<file path="src/rtl/chromosome_evaluator.sv">
// chromosome_evaluator: steps a phenotype circuit through stored samples, accumulating
// per-output-bit error counts across retry passes. Trace log: define CHROM_EVAL_TRACE_LOG_EN.
module chromosome_evaluator #(
    parameter int IN_W       = 8,
    parameter int OUT_W      = 8,
    parameter int ADDR_W     = 8,
    parameter int CNT_W      = 16,
    parameter int SETTLE     = 4,
    parameter int LOG_ADDR_W = 15
) (
    input  logic                          iClock,
    input  logic                          iResetN,
    input  logic                          iStart,
    input  logic                          iAck,
    input  logic [ADDR_W-1:0]             iNumSamples,
    input  logic [CNT_W-1:0]              iHoldCycles,
    input  logic [3:0]                    iRetries,
    input  logic                          iForceInput,
    input  logic [IN_W-1:0]               iForcedInput,
    output logic [ADDR_W-1:0]             oSampleAddr,
    input  logic [IN_W-1:0]               iSampleIn,
    input  logic [OUT_W-1:0]              iSampleExp,
    input  logic [OUT_W-1:0]              iSampleMask,
    output logic [IN_W-1:0]               oCircuitIn,
    output logic                          oCircuitClear,
    input  logic [OUT_W-1:0]              iCircuitOut,
    output logic                          oReady,
    output logic                          oDone,
    output logic                          oPass,
    output logic [2:0]                    oState,
    output logic [OUT_W*CNT_W-1:0]        oErrorCounts,
    output logic [CNT_W+$clog2(OUT_W):0]  oErrorTotal
`ifdef CHROM_EVAL_TRACE_LOG_EN
    ,
    output logic                          oLogWrite,
    output logic [LOG_ADDR_W-1:0]         oLogAddr,
    output logic [IN_W+ADDR_W+2*OUT_W-1:0] oLogData,
    output logic                          oLogFull
`endif
);

    // Handshake: iStart is taken only while oReady (IDLE); the result is held while oDone
    // until iAck, which wins over a simultaneous iStart.

    localparam int SUM_W  = CNT_W + $clog2(OUT_W) + 1;
    // The hold counter must reach SETTLE even when CNT_W is narrower than that.
    localparam int HOLD_W = (CNT_W > $clog2(SETTLE + 2)) ? CNT_W : $clog2(SETTLE + 2);

    typedef enum logic [2:0] {
        IDLE  = 3'd0,
        CLEAR = 3'd1,
        FETCH = 3'd2,
        LOAD  = 3'd3,
        APPLY = 3'd4,
        CHECK = 3'd5,
        DONE  = 3'd6
    } state_t;

    state_t                  state;
    logic [ADDR_W-1:0]       index;
    logic [ADDR_W-1:0]       lastIndex;
    logic [HOLD_W-1:0]       holdCnt;
    logic [HOLD_W-1:0]       holdLast;
    logic [HOLD_W-1:0]       holdReq;
    logic [HOLD_W-1:0]       holdMin;
    logic [HOLD_W-1:0]       holdEff;
    logic [3:0]              retry;
    logic [3:0]              retryLimit;
    logic [OUT_W-1:0]        expReg;
    logic [OUT_W-1:0]        maskReg;
    logic [OUT_W-1:0]        flags;
    logic [OUT_W-1:0]        mismatch;
    logic [OUT_W-1:0]        hits;
    logic [OUT_W*CNT_W-1:0]  errCounts;
    logic [OUT_W*CNT_W-1:0]  nextCounts;
    logic [SUM_W-1:0]        errTotal;
    logic                    settled;
    logic                    lastCycle;

    assign holdReq   = HOLD_W'(iHoldCycles);
    assign holdMin   = HOLD_W'(SETTLE + 1);
    assign holdEff   = (holdReq > holdMin) ? holdReq : holdMin;
    assign mismatch  = (iCircuitOut ^ expReg) & maskReg;
    assign settled   = holdCnt >= HOLD_W'(SETTLE);
    assign lastCycle = holdCnt == holdLast;
    assign hits      = flags | (settled ? mismatch : '0);

    // Saturating increment of every bit that mismatched in this hold window.
    always_comb begin
        errTotal   = '0;
        nextCounts = errCounts;
        for (int i = 0; i < OUT_W; i++) begin
            errTotal = errTotal + SUM_W'(errCounts[i*CNT_W +: CNT_W]);
            if (hits[i] && (errCounts[i*CNT_W +: CNT_W] != {CNT_W{1'b1}}))
                nextCounts[i*CNT_W +: CNT_W] = errCounts[i*CNT_W +: CNT_W] + 1'b1;
        end
    end

    assign oSampleAddr  = index;
    assign oErrorCounts = errCounts;
    assign oErrorTotal  = errTotal;
    assign oState       = state;

    always_ff @(posedge iClock or negedge iResetN) begin
        if (!iResetN) begin
            state         <= IDLE;
            index         <= '0;
            lastIndex     <= '0;
            holdCnt       <= '0;
            holdLast      <= '0;
            retry         <= '0;
            retryLimit    <= '0;
            expReg        <= '0;
            maskReg       <= '0;
            flags         <= '0;
            errCounts     <= '0;
            oCircuitIn    <= '0;
            oCircuitClear <= 1'b0;
            oReady        <= 1'b1;
            oDone         <= 1'b0;
            oPass         <= 1'b0;
        end else begin
            case (state)
                IDLE: begin
                    if (iStart) begin
                        lastIndex     <= (iNumSamples == '0) ? '0 : iNumSamples - 1'b1;
                        holdLast      <= holdEff - 1'b1;
                        retryLimit    <= iRetries;
                        errCounts     <= '0;
                        index         <= '0;
                        retry         <= '0;
                        oPass         <= 1'b0;
                        oReady        <= 1'b0;
                        oCircuitClear <= 1'b1;
                        state         <= CLEAR;
                    end
                end
                CLEAR: begin
                    oCircuitClear <= 1'b0;
                    state         <= FETCH;
                end
                FETCH: begin
                    state <= LOAD;
                end
                LOAD: begin
                    oCircuitIn <= iForceInput ? iForcedInput : iSampleIn;
                    expReg     <= iSampleExp;
                    maskReg    <= iSampleMask;
                    flags      <= '0;
                    holdCnt    <= '0;
                    state      <= APPLY;
                end
                APPLY: begin
                    flags <= hits;
                    if (lastCycle) begin
                        errCounts <= nextCounts;
                        if (index == lastIndex) begin
                            state <= CHECK;
                        end else begin
                            index <= index + 1'b1;
                            state <= FETCH;
                        end
                    end else begin
                        holdCnt <= holdCnt + 1'b1;
                    end
                end
                CHECK: begin
                    if (errTotal != '0) begin
                        oPass <= 1'b0;
                        oDone <= 1'b1;
                        state <= DONE;
                    end else if (retry == retryLimit) begin
                        oPass <= 1'b1;
                        oDone <= 1'b1;
                        state <= DONE;
                    end else begin
                        retry <= retry + 1'b1;
                        index <= '0;
                        state <= FETCH;
                    end
                end
                DONE: begin
                    if (iAck) begin
                        oDone  <= 1'b0;
                        oPass  <= 1'b0;
                        oReady <= 1'b1;
                        state  <= IDLE;
                    end
                end
                default: begin
                    state <= IDLE;
                end
            endcase
        end
    end

`ifdef CHROM_EVAL_TRACE_LOG_EN
    logic [LOG_ADDR_W-1:0] logAddr;
    logic                  logFull;
    logic                  newPass;

    assign newPass   = (state == CLEAR) ||
                       ((state == CHECK) && (errTotal == '0) && (retry != retryLimit));
    assign oLogWrite = (state == APPLY) && !logFull;
    assign oLogAddr  = logAddr;
    assign oLogFull  = logFull;
    assign oLogData  = {oCircuitIn, index, expReg, iCircuitOut};

    // The last address is written once, then the log freezes until the next pass.
    always_ff @(posedge iClock or negedge iResetN) begin
        if (!iResetN) begin
            logAddr <= '0;
            logFull <= 1'b0;
        end else if (newPass) begin
            logAddr <= '0;
            logFull <= 1'b0;
        end else if (oLogWrite) begin
            if (logAddr == {LOG_ADDR_W{1'b1}})
                logFull <= 1'b1;
            else
                logAddr <= logAddr + 1'b1;
        end
    end
`endif

endmodule

</file>
<file path="config.mk">
export PLATFORM = sky130hd
export DESIGN_NAME = chromosome_evaluator
export DESIGN_NICKNAME = d
export VERILOG_FILES = /design/src/rtl/chromosome_evaluator.sv
export SDC_FILE = /design/constraint.sdc
export NUM_CORES = 1
export LEC_CHECK = 0
export ABC_AREA = 0
export ABC_CLOCK_PERIOD_IN_PS = 8800
export BUFFER_PORTS_ARGS = -buffer_cell sky130_fd_sc_hd__buf_2
export CAP_MARGIN = 20
export CORE_MARGIN = 10
export CORE_UTILIZATION = 28
export DETAILED_ROUTE_END_ITERATION = 8
export GPL_TIMING_DRIVEN = 0
export PLACE_DENSITY = 0.54
export SKIP_CTS_REPAIR_TIMING = 1
export SYNTH_ARGS = -nofsm -noshare
export SYNTH_HDL_FRONTEND = slang
export SYNTH_SLANG_ARGS = --single-unit
</file>
<file path="constraint.sdc">
create_clock -name iClock -period 8.8 [get_ports iClock]
set_input_delay 1.32 -clock iClock [delete_from_list [all_inputs] [get_ports iClock]]
set_output_delay 1.32 -clock iClock [all_outputs]
set_load 0.1 [all_outputs]
</file>
---- After elaboration in Yosys (flattened, before gate mapping) ----
Index checks and enable logic that the tools add are counted.
word-level totals
  register bits after elaboration ......... 223
  bits of input ports ..................... 73
cells by class
  add/subtract/negate cells ............... 20
  magnitude comparators ................... 2
  equal/unequal tests ..................... 33
  multiplexer cells ....................... 46
  bitwise operators ....................... 3
  reduce and logical (&&, ||, !) cells .... 36
operators by type and width
  kind                   count
  $mux 128               2
  $pmux 128 s2           1
  $mux 16                10
  $add 16x1->16 const B  9
  $ne 16x16->1 const B   8
  $mux 8                 8
  $add 20x16->20         3
  $reduce_and 4->1       10
  $pmux 16 s2            1
  $ne 2x2->1 const B     15
  $pmux 8 s3             1
  $pmux 3 s7             1
  $add 19x16->20         1
  $reduce_bool 20->1     1
  $add 18x16->19         1
  $add 17x16->18         1
  $mux 3                 6
  $add 16x16->17         1
  $eq 16x16->1           1
  $ge 16x3->1 const B    1
  $gt 16x3->1 const B    1
  $pmux 8 s2             1
  $sub 16x1->16 const B  1
  $mux 4                 3
  other kinds (24)       52

---- Logic depth before layout (Yosys ltp) ----
Gate-level depths: netlist of the first run.
  depth in word-level cells ............... 10
  gate-level depth with buffers ........... 22
  depth with buffers taken out ............ 21

---- Worst setup path before layout of the first run ----
OpenSTA, ideal clock, no wires.
  path kind ............................... register to output
  start ................................... register errCounts[3], in the netlist oErrorCounts[3]
  end ..................................... output oErrorTotal[13]
  arrival time ............................ 7775 ps
  path slack .............................. -295 ps
  stages on the path, launching flop included .. 15
  path buffers ............................ 0
  cell sequence ........................... dfrtp_1 -> inv_1 -> fa_1 -> inv_1 -> fa_1 -> fa_1 -> inv_1 -> fa_1 -> inv_1 -> ha_1 -> a21o_1 -> nand4_1 -> a211oi_1 -> nor4_1 -> nor4b_1
between the ends
  cells in the longest elaborated chain, start to end .. 7
RTL lines
  what                          RTL line  RTL
  from (decl)                   74        logic [OUT_W*CNT_W-1:0] errCounts;
  from (signal assigned)        156       errCounts <= nextCounts;
  $add 16x16->17                93        errTotal = errTotal + SUM_W'(errCounts[i*CNT_W +: CNT_W]);
  $add 17x16->18                93
  $add 18x16->19                93
  $add 19x16->20                93
  $add 20x16->20 (3 in series)  93
  to (decl)                     32        output logic [CNT_W+$clog2(OUT_W):0] oErrorTotal
Every way passes these cells.

---- Final worst setup path of the first run ----
  start ................................... register errCounts[2], in the netlist oErrorCounts[2]
  end ..................................... output oErrorTotal[16]
Same word-level chain as after synthesis.

==> results.sh, run 1 <==
export IMPL_setup_worst_path_start_class="register"
export IMPL_drcViolationCount=0
export IMPL_synth_top_cell_area_share=0.375
export IMPL_detailedRoute_firstIterationViolations=699
export IMPL_dieHeight_um=250
export IMPL_end_kind="output port"
export IMPL_post_place_ws_ns=1.95
export IMPL_worstPathArrival_ns=6.15
export IMPL_relSlewSlack=0.275
export IMPL_area_growth_syn_to_layout_pct=20.8
export IMPL_finalCoreUtilization=0.341
export IMPL_num_io_pins=244
export IMPL_route_met3_wl_um=3230
export IMPL_synth_area_leader_cell="sky130_fd_sc_hd__dfrtp_1"
export IMPL_wl_per_cell_um=19.2
export IMPL_worstPathCellList="inv_1 -> fa_1 -> inv_1 -> fa_1 -> fa_1 -> inv_1 -> fa_1 -> inv_1 -> ha_1 -> inv_1 -> fa_1 -> nor2b_1 -> o2111ai_1 -> a2111oi_1 -> nor3b_1 -> o31ai_1 -> buf_2"
export IMPL_clock_insertion_delay_worst_skew_ns=0.56
export IMPL_floorplan_die_area_sq_um=62400
export IMPL_synth_enable_flop_cells=0
export IMPL_crit_type="reg2out"
export IMPL_fin_tns_setup_ns=0
export IMPL_diodes=0
export IMPL_detailroute_wirelength_met2_um=24500
export IMPL_synth_seq_area_share=0.377
export IMPL_period_minus_slack_ns=7.47
export IMPL_ys_async_sr_fraction=1.00
export IMPL_num_nets_final=2110
export IMPL_vias=12300
export IMPL_place_port_buffers=241
export IMPL_grt_antenna_before_repair=1
export IMPL_startpoint="oErrorCounts[2]"
export IMPL_worst_slack_ns=1.33
export IMPL_rr_startpoint="oErrorCounts[51]"
export IMPL_synthTopCellsByCount="sky130_fd_sc_hd__dfrtp_1, sky130_fd_sc_hd__inv_1, sky130_fd_sc_hd__nor2_1"
export IMPL_hold_path_class="reg2reg"
export IMPL_r2r_end="retry[2]"
export IMPL_max_clock_freq_mhz=134
export IMPL_reg2reg_slack_ns=1.86
export IMPL_clk_transition_reported_paths_ns=0.06
export IMPL_top_layer_used="met4"
export IMPL_globalplace_congestion=0.873
export IMPL_cts_tree="built"
export IMPL_worst_hold_path_num_cells=2
export IMPL_route_antenna_remaining_nets=0
export IMPL_r2r_worst_path_cells=20
export IMPL_finalMaxSlewViolations=0
export IMPL_post_synthesis_cell_area_sq_um=14800
export IMPL_drive_above_1_share=0.168
export IMPL_clockBufferDepth=3
export IMPL_grt_overflow_total=0
export IMPL_max_cap_viol_count=0
export IMPL_final_period_utilization=0.849
export IMPL_core_region_area_sq_um=52400
export IMPL_synth_area_per_cell_sq_um=9.04
export IMPL_postSynthRegisterBits=223
export IMPL_synth_fp_nets=1837
export IMPL_min_delay_start="maskReg[5]"
export IMPL_placement_rows=84
export IMPL_die_w_um=250
export IMPL_power_static_leakage_nw=8.74
export IMPL_route_layer_met1_wl_um=21300
export IMPL_grt_total_usage=0.158
export IMPL_cts_root_buf="sky130_fd_sc_hd__clkbuf_16"
export IMPL_dpl_hpwl_um=41000
export IMPL_timing_critical_path_fanout_max=8
export IMPL_vias_per_instance=4.72
export IMPL_timing_critical_path_max_delay_family="adder cells"
export IMPL_worst_endpoint_required_ns=7.48
export IMPL_hold_viol=0
export IMPL_dominantRegCellSynth="sky130_fd_sc_hd__dfrtp_1"
export IMPL_outcome="finished clean"
export IMPL_cp_slowest_stage_delay_ns=0.55
export IMPL_critical_path_buf_inv_count=6
export IMPL_number_of_global_route_vias_before_repair=12500
export IMPL_critical_path_depth=17
export IMPL_syn_instance_count=1636
export IMPL_ys_warn_count=0
export IMPL_tritoncts_num_buffers=28
export IMPL_slowest_stage_cell_cp="sky130_fd_sc_hd__fa_1"
export IMPL_grt_pass1_wl_um=77100
export IMPL_p_total_mw=4.63
export IMPL_initial_util=0.282
export IMPL_count_of_endpoints_failing_setup_in_the_final_report=0
export IMPL_cellPowerDensity_nw_per_um2=259
export IMPL_synth_top_cells_by_area="sky130_fd_sc_hd__dfrtp_1, sky130_fd_sc_hd__fa_1, sky130_fd_sc_hd__xnor2_1"
export IMPL_fillCellCount=5463
export IMPL_timing_hold_ws_ns=0.474
export IMPL_synthDistinctLibCells=72
export IMPL_tightest_slew_ns=1.08
export IMPL_cts_num_sinks=223
export IMPL_h_tree_depth=1
export IMPL_rsz0062_at_grt="no"
export IMPL_timing_hold_worst_endpoint="maskReg[5]"
export IMPL_postRouteWirelength_um=50300
export IMPL_first_pass_iters=6
export IMPL_finalClockSkew_ns=0.0191
export IMPL_grt_start_max_net_pins=89
export IMPL_vdd_ir_drop_max_v=0.000427
kinds of logic after synthesis:
logic type | count (synthesis) | share of synthesized area
XOR/XNOR | 162 | 0.0959
adder cells (fa/ha/maj) | 128 | 0.156
AND/OR/NAND/NOR | 609 | 0.198
flip-flops | 223 | 0.377
other | 1 | 0.000253
multiplexers | 14 | 0.00972
buffers and inverters | 278 | 0.0728
AO/OA/AOI/OAI | 221 | 0.0896
layout make-up:
cell class | instances | area, sq um | share of cell area
Tap cell | 688 | 861 | 0.0481
Buffer | 56 | 244 | 0.0136
Clock buffer | 38 | 810 | 0.0453
Inverter | 222 | 833 | 0.0466
Clock inverter | 10 | 130 | 0.00728
Sequential cell | 223 | 5580 | 0.312
Multi-Input combinational cell | 1135 | 8150 | 0.456
Timing Repair Buffer | 243 | 1270 | 0.0711
power breakdown:
| group | total [mW] | internal, mW | switching, mW |
|---|---|---|---|
| sequential | 1.35 | 1.20 | 0.157 |
| clock | 1.20 | 0.725 | 0.474 |
| combinational | 2.08 | 0.443 | 1.64 |
layout by cell type, fill, tap and decap left out, types with 6 or more instances in the layout:
| cell type | instances |
|---|---|
| sky130_fd_sc_hd__nand4_1 | 29 |
| sky130_fd_sc_hd__mux2i_1 | 11 |
| sky130_fd_sc_hd__clkbuf_1 | 50 |
| sky130_fd_sc_hd__inv_1 | 222 |
| sky130_fd_sc_hd__nor4_2 | 6 |
| sky130_fd_sc_hd__xnor2_1 | 98 |
| sky130_fd_sc_hd__dfrtp_1 | 222 |
| sky130_fd_sc_hd__a31oi_1 | 17 |
| sky130_fd_sc_hd__nor4_1 | 28 |
| sky130_fd_sc_hd__and4_1 | 11 |
| sky130_fd_sc_hd__buf_2 | 245 |
| sky130_fd_sc_hd__fa_1 | 95 |
| sky130_fd_sc_hd__clkbuf_16 | 29 |
| sky130_fd_sc_hd__or3_1 | 38 |
| sky130_fd_sc_hd__nor2_1 | 175 |
| sky130_fd_sc_hd__and3_1 | 10 |
| sky130_fd_sc_hd__a21o_1 | 14 |
| sky130_fd_sc_hd__nand3_1 | 70 |
| sky130_fd_sc_hd__a21oi_1 | 47 |
| sky130_fd_sc_hd__o21ai_0 | 88 |
| sky130_fd_sc_hd__xor2_1 | 64 |
| sky130_fd_sc_hd__ha_1 | 33 |
| sky130_fd_sc_hd__o21ai_1 | 14 |
| sky130_fd_sc_hd__nor3_1 | 32 |
| sky130_fd_sc_hd__nand2_1 | 172 |
worst min-delay path, delay by kind of cell (launching register included):
| family | cells | cell delay [ns] |
|---|---|---|
| simple gates | 2 | 0.10 |
| flops | 1 | 0.34 |
per-layer routing:
layer,GRT usage,up-vias
met2,0.270,325
met5,0,-
met3,0.0378,52
met1,0.193,6034
li1,-,5922
met4,0.0433,0
flip-flops by register name (all words and copies together) (netlist names), 3 cells and up:
signal and count:
lastIndex 8, holdCnt 16, oCircuitIn 8, retryLimit 4, holdLast 16, oSampleAddr 8
expReg 8, oErrorCounts 128, oState 3, maskReg 8, flags 8, retry 4
worst max path at each step:
stage                                 end
after floorplan           oErrorTotal[16]
after global placement           retry[2]
final                     oErrorTotal[16]
after detailed placement  oErrorTotal[16]
after CTS                 oErrorTotal[16]
after global routing      oErrorTotal[16]
stage by stage:
| stage | instance area [sq um] | instances |
|---|---|---|
| global placement | 16900 | 2565 |
| detailed placement | 16900 | 2567 |
| floorplan | 14800 | 1636 |
| CTS | 17900 | 2615 |
| finish | 17900 | 2615 |
| global route | 17900 | 2615 |
(Power assumes the default switching activity.)
==> run 2: changes to the inputs <==
Settings changed: ABC_CLOCK_PERIOD_IN_PS 8800 to 6000, PLACE_DENSITY 0.54 to 0.56.
Clock period 8.8 ns to 6 ns, I/O delays scaled along.
==> run 2 against run 1 <==
  * Global-route usage is 0.27 points higher
  * Final area is 6.0% higher
  * Power is 50% higher
  * Worst setup slack worse by 1.6 ns
  * Final cell count is 1.3% higher
  * Die area stayed put
  * Wire length is 1.9% higher
  * Non-clock buffer count is 30 higher
  * Via count is 2.0% higher
  * Clock power is 44% higher
  * Highest routed layer unchanged
  * The flow now finishes with violations (negative setup slack)
  * Critical path depth stayed put
==> results.sh, run 2 (synthesis gave the netlist of run 1 again) <==
export IMPL_core_region_area_sq_um=52400
export IMPL_tritoncts_num_buffers=28
export IMPL_rsz0062_at_grt="yes"
export IMPL_max_clock_freq_mhz=159
export IMPL_drcViolationCount=0
export IMPL_timing_critical_path_max_delay_family="adder cells"
export IMPL_tightest_slew_ns=0.939
export IMPL_period_minus_slack_ns=6.29
export IMPL_placement_rows=84
export IMPL_grt_start_max_net_pins=119
export IMPL_die_w_um=250
export IMPL_count_of_endpoints_failing_setup_in_the_final_report=9
export IMPL_place_port_buffers=241
export IMPL_first_pass_iters=5
export IMPL_dpl_hpwl_um=41400
export IMPL_crit_type="reg2out"
export IMPL_area_growth_syn_to_layout_pct=28.0
export IMPL_hold_path_class="in2async"
export IMPL_fin_tns_setup_ns=-1.31
export IMPL_dieHeight_um=250
export IMPL_postRouteWirelength_um=51300
export IMPL_max_cap_viol_count=0
export IMPL_grt_total_usage=0.160
export IMPL_vias_per_instance=4.75
export IMPL_outcome="finished with violations"
export IMPL_cts_root_buf="sky130_fd_sc_hd__clkbuf_16"
export IMPL_power_static_leakage_nw=8.85
export IMPL_clockBufferDepth=3
export IMPL_number_of_global_route_vias_before_repair=12700
export IMPL_relSlewSlack=0.374
export IMPL_critical_path_buf_inv_count=6
export IMPL_hold_viol=0
export IMPL_grt_antenna_before_repair=4
export IMPL_worstPathArrival_ns=5.39
export IMPL_grt_overflow_total=0
export IMPL_layout_cells_most_common="sky130_fd_sc_hd__buf_2"
export IMPL_vdd_ir_drop_max_v=0.000431
export IMPL_clk_transition_reported_paths_ns=0.06
export IMPL_wl_per_cell_um=19.4
export IMPL_cp_slowest_stage_delay_ns=0.53
export IMPL_finalClockSkew_ns=0.0233
export IMPL_timing_hold_ws_ns=0.380
export IMPL_detailedRoute_firstIterationViolations=798
export IMPL_largest_register_ff_count=128
export IMPL_route_antenna_remaining_nets=0
export IMPL_num_nets_final=2140
export IMPL_finalCoreUtilization=0.361
export IMPL_setup_worst_path_start_class="register"
export IMPL_floorplan_die_area_sq_um=62400
export IMPL_most_common_layout_cells="sky130_fd_sc_hd__buf_2, sky130_fd_sc_hd__inv_1, sky130_fd_sc_hd__nor2_1"
export IMPL_violations="negative setup slack"
export IMPL_p_total_mw=6.97
export IMPL_cts_num_sinks=223
export IMPL_drive_above_1_share=0.273
export IMPL_slowest_stage_cell_cp="sky130_fd_sc_hd__fa_1"
export IMPL_vias=12600
export IMPL_final_period_utilization=1.05
export IMPL_worstPathCellList="inv_1 -> fa_1 -> fa_1 -> inv_1 -> fa_1 -> inv_1 -> fa_1 -> inv_1 -> ha_2 -> inv_2 -> fa_2 -> nor2b_4 -> o2111ai_4 -> a2111oi_4 -> nor3b_4 -> o31ai_4 -> buf_12"
export IMPL_finalMaxSlewViolations=0
export IMPL_h_tree_depth=1
export IMPL_worst_slack_ns=-0.291
export IMPL_num_io_pins=244
export IMPL_cellPowerDensity_nw_per_um2=368
export IMPL_clock_insertion_delay_worst_skew_ns=0.57
export IMPL_end_kind="output port"
export IMPL_worst_endpoint_required_ns=5.10
export IMPL_grt_pass1_wl_um=78000
export IMPL_timing_critical_path_fanout_max=5
export IMPL_cts_tree="built"
export IMPL_globalplace_congestion=0.872
export IMPL_initial_util=0.282
## run 2: path summary, 6_finish.rpt
path                                  startpoint          endpoint  slack [ns]  cells after the start
worst max register to register  oErrorCounts[49]             oDone       -0.12                     22
worst min-delay path                     iResetN  oErrorCounts[71]        0.38                      1
worst min register to register        maskReg[4]        maskReg[4]        0.47                      2
worst max-delay path            oErrorCounts[49]   oErrorTotal[16]       -0.29                     17
max in group asynchronous                iResetN     oCircuitIn[5]        4.48                      2
min in group iClock                   maskReg[4]        maskReg[4]        0.47                      2
## run 2: cell type report
class,count,area [sq um]
inverters,222,861
multi-input cells,1135,8610
plain buffers,53,243
clock inverters,14,129
repair buffers,276,1630
well taps,688,861
fillers,5333,33500
flip-flops and latches,223,5800
clock buffers,38,800
diodes,1,2.50
## run 2: through the flow
step / cells / setup WS [ns] / instance area [sq um]
5_1_grt: 2650 / -0.473 / 18900
6_report: 2650 / -0.291 / 18900
3_5_place_dp: 2568 / -0.353 / 17400
3_3_place_gp: 2565 / -1.03 / 17300
4_1_cts: 2620 / -0.995 / 18300
2_1_floorplan: 1636 / -0.0113 / 15300
## run 2: where the power goes
group | leakage, nW | switching, mW | total [mW] | internal [mW]
sequential | 2.85 | 0.224 | 1.99 | 1.77
combinational | 5.53 | 2.46 | 3.24 | 0.780
clock | 0.460 | 0.714 | 1.73 | 1.02
## run 2: metal layers
metal / part of all wire / routed length [um] / track usage / vias to the layer above
met5: 0 / 0 / 0 / -
met4: 0.029 / 1480 / 0.0443 / 0
met3: 0.075 / 3860 / 0.0423 / 68
met2: 0.47 / 24100 / 0.264 / 359
met1: 0.43 / 21800 / 0.203 / 6164
li1: - / - / - / 5986
==> run 3: changes to the inputs <==
Settings changed: ABC_AREA 0 to 1.
==> run 3 against run 2 <==
  * The flow now finishes without violations
  * Register-to-register slack gained 0.80 ns
  * Via count grew 21%
  * Worst setup slack gained 0.52 ns
  * Sequential cell count is the same
  * Maximum frequency grew 9.1%
  * Clock skew shrank 0.0077 ns
  * First-iteration DRC count grew 33%
  * Global-route usage grew 0.90 points
  * Power shrank 3.6%
  * Critical path type unchanged
  * Critical endpoint is now oErrorTotal[7]
  * Largest cell class unchanged
==> results.sh, run 3 <==
export IMPL_ys_async_sr_fraction=1.00
export IMPL_post_synthesis_cell_area_sq_um=16800
export IMPL_timing_critical_path_fanout_max=5
export IMPL_synthDistinctLibCells=50
export IMPL_final_period_utilization=0.961
export IMPL_relSlewSlack=0.284
export IMPL_placement_rows=89
export IMPL_hold_path_class="in2async"
export IMPL_synth_area_leader_cell="sky130_fd_sc_hd__dfrtp_1"
export IMPL_tightest_slew_ns=1.07
export IMPL_postRouteWirelength_um=60300
export IMPL_clk_transition_reported_paths_ns=0.06
export IMPL_die_w_um=265
export IMPL_synth_area_per_cell_sq_um=7.60
export IMPL_dpl_hpwl_um=48200
export IMPL_place_port_buffers=242
export IMPL_finalCoreUtilization=0.342
export IMPL_dieHeight_um=265
export IMPL_setup_worst_path_start_class="register"
export IMPL_r2r_worst_path_cells=25
export IMPL_finalMaxSlewViolations=0
export IMPL_num_io_pins=244
export IMPL_clock_insertion_delay_worst_skew_ns=0.59
export IMPL_synth_top_cells_by_area="sky130_fd_sc_hd__dfrtp_1, sky130_fd_sc_hd__nand2_1, sky130_fd_sc_hd__fa_1"
export IMPL_vias=15300
export IMPL_grt_start_max_net_pins=113
export IMPL_power_static_leakage_nw=9.77
export IMPL_synth_seq_area_share=0.333
export IMPL_synthTopCellsByCount="sky130_fd_sc_hd__nand2_1, sky130_fd_sc_hd__inv_1, sky130_fd_sc_hd__dfrtp_1"
export IMPL_vdd_ir_drop_max_v=0.000458
export IMPL_globalplace_congestion=0.914
export IMPL_detailedRoute_firstIterationViolations=1063
export IMPL_ys_warn_count=0
export IMPL_dominantRegCellSynth="sky130_fd_sc_hd__dfrtp_1"
export IMPL_core_region_area_sq_um=59100
export IMPL_worstPathArrival_ns=4.87
export IMPL_max_cap_viol_count=0
export IMPL_finalClockSkew_ns=0.0156
export IMPL_layout_cells_most_common="sky130_fd_sc_hd__nand2_1"
export IMPL_cts_num_sinks=223
export IMPL_cellPowerDensity_nw_per_um2=332
export IMPL_crit_type="reg2out"
export IMPL_worst_endpoint_required_ns=5.10
export IMPL_number_of_global_route_vias_before_repair=15200
export IMPL_most_common_layout_cells="sky130_fd_sc_hd__nand2_1, sky130_fd_sc_hd__inv_1, sky130_fd_sc_hd__buf_2"
export IMPL_initial_util=0.283
export IMPL_p_total_mw=6.72
export IMPL_grt_total_usage=0.169
export IMPL_synth_fp_nets=2407
export IMPL_period_minus_slack_ns=5.77
export IMPL_end_kind="output port"
export IMPL_largest_register_ff_count=128
export IMPL_postSynthRegisterBits=223
export IMPL_synth_top_cell_area_share=0.332
export IMPL_rsz0062_at_grt="yes"
export IMPL_drive_above_1_share=0.196
export IMPL_grt_antenna_before_repair=2
export IMPL_fillCellCount=6338
export IMPL_wl_per_cell_um=18.4
export IMPL_route_antenna_remaining_nets=0
export IMPL_tritoncts_num_buffers=29
export IMPL_hold_viol=0
export IMPL_syn_instance_count=2206
export IMPL_first_pass_iters=6
export IMPL_vias_per_instance=4.65
export IMPL_max_clock_freq_mhz=173
export IMPL_yosys_cell_count_top_type="sky130_fd_sc_hd__nand2_1"
export IMPL_fin_tns_setup_ns=0
export IMPL_clockBufferDepth=3
export IMPL_count_of_endpoints_failing_setup_in_the_final_report=0
export IMPL_floorplan_die_area_sq_um=70000
export IMPL_area_growth_syn_to_layout_pct=20.6
export IMPL_cts_tree="built"
export IMPL_drcViolationCount=0
export IMPL_num_nets_final=2687
export IMPL_cts_root_buf="sky130_fd_sc_hd__clkbuf_16"
export IMPL_synth_enable_flop_cells=0
export IMPL_h_tree_depth=1
export IMPL_grt_overflow_total=0
export IMPL_outcome="finished clean"
export IMPL_grt_pass1_wl_um=92100
==> run 3: cell count changes in the layout (fill, tap and decap cells not counted), sizes merged, moves of 23 or more <==
cell   previous run  this run
xnor2            98        23
or3              38         0
nand2           175       600
inv             219       357
nor3             37        60
o21ai           104       190
xor2             64       100
or2               4        58
nand3            70       135
nor2            175       122
==> run 3: logic make-up after synthesis <==
group,Yosys count,share of synthesized area
AND/OR/NAND/NOR,1056,0.280
buffers and inverters,416,0.0987
AO/OA/AOI/OAI,258,0.0844
other,1,0.000224
XOR/XNOR,123,0.0643
flip-flops,223,0.333
multiplexers,1,0.000672
adder cells (fa/ha/maj),128,0.138
==> run 3: critical path: stages, from the launching register on <==
cell	delay, ns
sky130_fd_sc_hd__dfrtp_1	0.41
sky130_fd_sc_hd__inv_1	0.15
sky130_fd_sc_hd__fa_1	0.56
sky130_fd_sc_hd__inv_1	0.09
sky130_fd_sc_hd__fa_1	0.47
sky130_fd_sc_hd__fa_1	0.54
sky130_fd_sc_hd__inv_1	0.05
sky130_fd_sc_hd__fa_1	0.59
sky130_fd_sc_hd__inv_1	0.07
sky130_fd_sc_hd__ha_1	0.35
sky130_fd_sc_hd__nand2_1	0.12
sky130_fd_sc_hd__inv_1	0.08
sky130_fd_sc_hd__nand3_2	0.09
sky130_fd_sc_hd__nand2_1	0.13
sky130_fd_sc_hd__nand2_1	0.06
sky130_fd_sc_hd__nand2_1	0.08
sky130_fd_sc_hd__buf_2	0.43
==> run 3: where the power goes <==
group,leakage (nW),internal [mW],switching (mW)
clock network,0.454,1.01,0.711
registers,2.97,1.76,0.200
logic,6.35,0.688,2.35
==> run 3: final timing paths <==
check | startpoint | end | slack (ns)
setup reg to reg | oErrorCounts[66] | oSampleAddr[7] | 0.68
setup / recovery | oErrorCounts[54] | oErrorTotal[7] | 0.23
min in group iClock | maskReg[0] | maskReg[0] | 0.47
max in group asynchronous | iResetN | oErrorCounts[10] | 4.95
hold / removal | iResetN | lastIndex[1] | 0.12
hold reg to reg | maskReg[0] | maskReg[0] | 0.47
==> run 3: cell type report <==
type	count	area, sq um	area share
clock inverters	6	70.1	0.00347
plain buffers	57	302	0.0149
diodes	1	2.50	0.000124
inverters	359	1360	0.0673
clock buffers	47	853	0.0422
flip-flops and latches	223	5610	0.278
repair buffers	249	1420	0.0705
multi-input cells	1567	9620	0.476
well taps	773	967	0.0479
==> run 3: through the flow <==
stage                     std cells  area, sq um  hold WS (ns)  setup slack (ns)
after floorplan                2206        16800         0.443            0.0459
after detailed placement       3223        19000         0.460             0.459
after global routing           3281        20200         0.106           -0.0324
final                          3282        20200         0.125             0.232
after CTS                      3276        19900         0.104            -0.177
after global placement         3221        18900         0.456            -0.842
==> run 3: routing by layer <==
metal / share of wire / GRT usage / wire length [um] / vias to the layer above
li1: - / - / - / 7550
met1: 0.42 / 0.213 / 25400 / 7214
met2: 0.47 / 0.280 / 28400 / 431
met3: 0.075 / 0.0418 / 4530 / 73
met4: 0.033 / 0.0559 / 1970 / 0
met5: 0 / 0 / 0 / -
